--- src/rtl/arbitro_mux2x1.sv ---
// arbitro_mux2x1 -- two-requester arbiter feeding a registered 2:1 mux.
//
// Two valid/ready producers (valid1/e1/ready1, valid2/e2/ready2) share one
// registered output (salMux/salValid/sel) consumed through salReady.
// A word is taken whenever the output register is empty or is being drained
// in the same cycle, so sustained traffic moves one word per clock.
//
// Ports
//   clk       : single clock, rising edge
//   rst_n     : asynchronous active-low reset
//   valid1/e1 : requester 1 valid and 32-bit data; ready1 = accepted this cycle
//   valid2/e2 : requester 2 valid and 32-bit data; ready2 = accepted this cycle
//   salMux    : registered output data
//   salValid  : salMux holds an unconsumed word
//   salReady  : consumer takes salMux this cycle
//   sel       : registered source of salMux (0 = e1, 1 = e2)
//
// Build option
//   ARBITRO_PRIORIDAD_FIJA_EN : when defined, e1 always wins contention and the
//                               round-robin pointer is not built. Undefined by
//                               default (round-robin).
//
// State | meaning
// ------+-----------------------------------------------
// LIBRE   | output register empty, salValid = 0
// OCUPADO | output register holds a word, salValid = 1

module arbitro_mux2x1 (
  input  logic        clk,
  input  logic        rst_n,
  input  logic        valid1,
  input  logic [31:0] e1,
  output logic        ready1,
  input  logic        valid2,
  input  logic [31:0] e2,
  output logic        ready2,
  output logic [31:0] salMux,
  output logic        salValid,
  input  logic        salReady,
  output logic        sel
);

  typedef enum logic {
    LIBRE   = 1'b0,
    OCUPADO = 1'b1
  } estado_t;

  estado_t     estado_q, estado_d;
  logic [31:0] sal_mux_q, sal_mux_d;
  logic        sel_q, sel_d;
  logic        acepta;
  logic        grant1, grant2;

`ifndef ARBITRO_PRIORIDAD_FIJA_EN
  // 1 = last grant went to e2, so the next contested grant goes to e1.
  logic        ultimo_q, ultimo_d;
`endif

  // rst_n gates acceptance so no ready can escape while reset is held.
  always_comb begin
    acepta = rst_n & ((estado_q == LIBRE) | salReady);
`ifdef ARBITRO_PRIORIDAD_FIJA_EN
    grant1 = acepta & valid1;
    grant2 = acepta & valid2 & ~valid1;
`else
    grant1 = acepta & valid1 & (~valid2 | ultimo_q);
    grant2 = acepta & valid2 & (~valid1 | ~ultimo_q);
`endif
  end

  always_comb begin
    estado_d  = estado_q;
    sal_mux_d = sal_mux_q;
    sel_d     = sel_q;
`ifndef ARBITRO_PRIORIDAD_FIJA_EN
    ultimo_d  = ultimo_q;
`endif
    if (grant1 | grant2) begin
      // Covers both the LIBRE load and the back-to-back reload while draining.
      estado_d  = OCUPADO;
      sal_mux_d = grant2 ? e2 : e1;
      sel_d     = grant2;
`ifndef ARBITRO_PRIORIDAD_FIJA_EN
      ultimo_d  = grant2;
`endif
    end else if ((estado_q == OCUPADO) && salReady) begin
      estado_d = LIBRE;
    end
  end

  always_ff @(posedge clk or negedge rst_n) begin
    if (!rst_n) begin
      estado_q  <= LIBRE;
      sal_mux_q <= 32'h0;
      sel_q     <= 1'b0;
`ifndef ARBITRO_PRIORIDAD_FIJA_EN
      ultimo_q  <= 1'b1;
`endif
    end else begin
      estado_q  <= estado_d;
      sal_mux_q <= sal_mux_d;
      sel_q     <= sel_d;
`ifndef ARBITRO_PRIORIDAD_FIJA_EN
      ultimo_q  <= ultimo_d;
`endif
    end
  end

  assign ready1   = grant1;
  assign ready2   = grant2;
  assign salMux   = sal_mux_q;
  assign salValid = (estado_q == OCUPADO);
  assign sel      = sel_q;

endmodule

--- config.mk ---
export PLATFORM = sky130hd
export DESIGN_NAME = arbitro_mux2x1
export DESIGN_NICKNAME = d
export VERILOG_FILES = /design/src/rtl/arbitro_mux2x1.sv
export SDC_FILE = /design/constraint.sdc
export NUM_CORES = 1
export LEC_CHECK = 0
export ABC_CLOCK_PERIOD_IN_PS = 1300
export CELL_PAD_IN_SITES_DETAIL_PLACEMENT = 1
export CELL_PAD_IN_SITES_GLOBAL_PLACEMENT = 1
export CORE_MARGIN = 3
export CORE_UTILIZATION = 26
export DETAILED_ROUTE_END_ITERATION = 16
export PLACE_DENSITY = 0.88
export SLEW_MARGIN = 10
export SYNTH_ARGS = -nofsm -noshare
export SYNTH_HDL_FRONTEND = slang
export SYNTH_SLANG_ARGS = --single-unit
--- constraint.sdc ---
create_clock -name clk -period 1.3 [get_ports clk]
set_input_delay 0.26 -clock clk [delete_from_list [all_inputs] [get_ports clk]]
set_output_delay 0.26 -clock clk [all_outputs]
set_load 0.05 [all_outputs]
==> results by stage <==
Finish:
- The post-route core utilization is 59.09%.
- The repair_antennas step left the layout with diodes totalling 0.
- Of the cells placed in the final design, the portion with a size suffix greater than 1 is 36.22%.
- The relative area change from synthesis to final layout is 116.7%.
- At the end of the flow, the number of nets in the layout was 391.
- Leaving out fill and tap cells, the most frequent cells in the layout are clkdlybuf4s50_1 (64), a31oi_1 (62), buf_12 (47), dfrtp_1 (33), nand4_1 (32).
- The library cell used most frequently in the layout, excluding fill and tap cells, is clkdlybuf4s50_1.
- After the flow finishes, the layout carries non-filler instances totaling 422.
- The layout filler cell count is 719.
- The final design area excluding fillers is 0.004378 mm².

Placement:
- In this run the tool buffered the top-level ports with 104 buffer cells.
- Summing all placed instances gives a cell area of 0.003677 mm².
- At the end of routability-driven placement, the weighted congestion stood at 0.7192.
- Detailed placement ended at an HPWL of 5592 µm.
- Once placement completed, the tool counted placed cells totaling 402.
- Timing analysis after detailed placement gives a worst setup slack of -0.6079 ns.

Timing:
- Across the routed clock network, the largest skew measured is 0.004702 ns.
- At the pin with the least slew margin, the transition time is 0.8171 ns.
- The clock period minus final worst setup slack is 1.574 ns.
- The worst slew slack as a fraction of its limit is 45.53%.
- After layout, the worst setup slack is -0.2737 ns.
- Hold is met by 0.1091 ns.
- The final max-slew violation count came to 0.
- In the finished design, the share of the clock period the worst path needs comes to 121.1%.
- The final count of hold timing violations is 0.
- The achievable clock frequency is 635.4 MHz.
- Setup repair after global routing could not meet its margin everywhere.
- Setup violations remaining at the end of the flow were counted as 34.
- For the final routed database, the setup TNS stands at -2.721 ns.

Yosys:
- dfrtp_1 takes more of the synthesized area than any other cell.
- The flip-flop cell with the highest count after synthesis is dfrtp_1.
- The top cell type's share of synthesized area is 42.11%.
- The total nets after synthesis is 282.
- Ranked by total cell area, the synthesized netlist is headed by dfrtp_1 (42%), a31oi_1 (20%), o31ai_1 (12%).
- The number of synthesized flops with an enable pin is 0.
- The Yosys step of the flow raised 0 warnings.
- The portion of the post-synthesis area used by sequential elements is 43.41%.
- The fraction of registers with async set or reset after synthesis is 100.0%.
- After synthesis the netlist holds a flip-flop and latch count of 35.
- Summing every instance area after synthesis gives 0.002021 mm².
- Synthesis produced a netlist whose cell count is 213.
- The count of different cell masters after synthesis is 22.
- The average footprint of a synthesized cell is 9.487 µm².

Detailed routing:
- In this run the remaining antenna-violating nets after routing total 0.
- The via-per-instance ratio is 5.784.
- The post-route DRC violation count is 0.
- The final wirelength is 9329 µm.
- For this run, the detailed router's first-pass iteration total came to 4.
- The via count is 2,441.
- In the final routed layout, each cell accounts on average for 22.11 µm.
- The first routing iteration left 105 violations.

Worst setup path:
- The critical path starts at ultimo_q$_DFFE_PN1P_.
- In this run the register-to-register setup slack is -0.14 ns.
- The endpoint required time on the critical path is 1.04 ns.
- The critical path start-end classification is flop to output port.
- The capture point of the critical path is ready2.
- STA classifies the critical path startpoint as a flop.
- In this run the worst path has a maximum fanout of 4.
- In this run the critical register-to-register path is captured at salMux[25]$_DFFE_PN0P_.
- The worst setup path is captured at an output port.
- The source of the worst register-to-register timing path is ultimo_q$_DFFE_PN1P_.
- The arrival time of data at the critical path endpoint is 1.31 ns.
- The path depth of the worst reg2reg path is 5.

Floorplan:
- The total area inside the core boundary comes to 0.007408 mm².
- The die outline area is 0.008866 mm².
- 105 I/O pins were placed.
- The initial standard-cell utilization of the core is 27.28%.
- From left edge to right edge, the die measures 94.16 µm.
- The floorplan has 31 rows.
- The die is 94.16 µm tall.

Pwr:
- The worst supply voltage drop on vdd is 0.6387 mV.
- The power density over the cells is 1230 mW/mm².
- The analysis attributes to cell leakage a power of 1.623 nW.
- The total chip power is 5.385 mW.

Clocking:
- The clock tree buffer depth is 2.
- The total CTS buffers is 5.
- Clock latency on the worst-skew pair, taken at its later pin, is 0.29 ns.
- The clock-pin slew on the worst setup and hold paths is 0.07 ns.
- The deepest level of the CTS H-tree is 2.
- The clock tree from TritonCTS is done.
- Clock tree synthesis found a total of 35 sinks.
- The clock root buffer master is clkbuf_8.

Flow run:
- Across the run, the number of max-cap violations was 0.

GRT:
- The number of global-route vias before repair came to 2,709.
- Global routing consumed, over all layers together, 20.11% of the routing resources.
- The initial antenna violation count is 0.
- The maximum number of pins on one net before global-route repair is 37.
- The total global routing overflow is 0.
- The first global-routing pass estimated 13,970 µm of wire.

Min path:
- The path type of the worst min-delay path is input pin to asynchronous set/reset pin.

Outcome:
- The run finished, with violations left.
- The checks that failed: negative setup slack.
==> where the power goes <==
group / switching [mW] / internal, mW
Combinational: 1.56 / 1.49
Sequential: 0.249 / 1.31
Clock: 0.408 / 0.377
==> registers in the layout, indices dropped and copies added, names as in the netlist <==
signal and flops:
ultimo_q 1, salMux 32, sel 1, salValid 1
==> worst min path at each step <==
stage | to | slack, ns | cells past startpoint
floorplan | salMux[0]$_DFFE_PN0P_ | -0.04 | 0
global placement | sel$_DFFE_PN0P_ | 0.23 | 2
detailed placement | sel$_DFFE_PN0P_ | 0.24 | 2
CTS | ultimo_q$_DFFE_PN1P_ | 0.1 | 2
global route | ultimo_q$_DFFE_PN1P_ | 0.1 | 2
finish | ultimo_q$_DFFE_PN1P_ | 0.11 | 2
==> cell type report <==
| type | count | area, µm² | share of cell area [%] |
|---|---|---|---|
| clock buffer | 7 | 76.32 | 1.743 |
| clock inverter | 1 | 5.005 | 0.1143 |
| inverter | 3 | 13.76 | 0.3144 |
| multi-input combinational | 139 | 1368 | 31.24 |
| sequential | 35 | 878.3 | 20.06 |
| tap | 99 | 123.9 | 2.829 |
| timing repair buffer | 138 | 1913 | 43.70 |
==> kinds of logic after synthesis <==
group | Yosys count | synth area share [%]
buffers and inverters | 39 | 10.40
AND/OR/NAND/NOR | 38 | 11.95
AO/OA/AOI/OAI | 101 | 34.24
flip-flops | 35 | 43.41
==> timing repair <==
| action | CTS | global route |
|---|---|---|
| setup endpoints to repair | 36 | 63 |
| setup buffers | 2 | 1 |
| hold buffers | 4 | 0 |
| gates resized for setup | 43 | 32 |
| endpoints found under the hold margin | 29 | 0 |
| cloned | 3 | 2 |
| pin swaps | 15 | 36 |
==> critical path: stages, from the launching register on <==
cell,delay [ns]
dfstp_2,0.39
a21bo_4,0.23
nor3_4,0.23
buf_12,0.17
==> synthesized netlist by cell type, types with 2 or more instances <==
cell,instances
a31oi_1,63
dfrtp_1,34
clkbuf_1,20
inv_1,3
a21o_1,2
buf_6,2
buf_2,9
buf_8,3
or2_1,2
nand4_1,32
o31ai_1,32
==> metal layers <==
metal | up-vias | global-route usage (%) | part of all wire [%] | wire length [µm]
met5 | - | 0 | 0 | 0
li1 | 1102 | - | - | -
met2 | 105 | 36.47 | 54 | 5044
met4 | 0 | 4.091 | 0.89 | 83
met3 | 8 | 5.689 | 8.0 | 745
met1 | 1226 | 23.49 | 37 | 3455
Note: power is estimated with default switching activity, not from simulation.
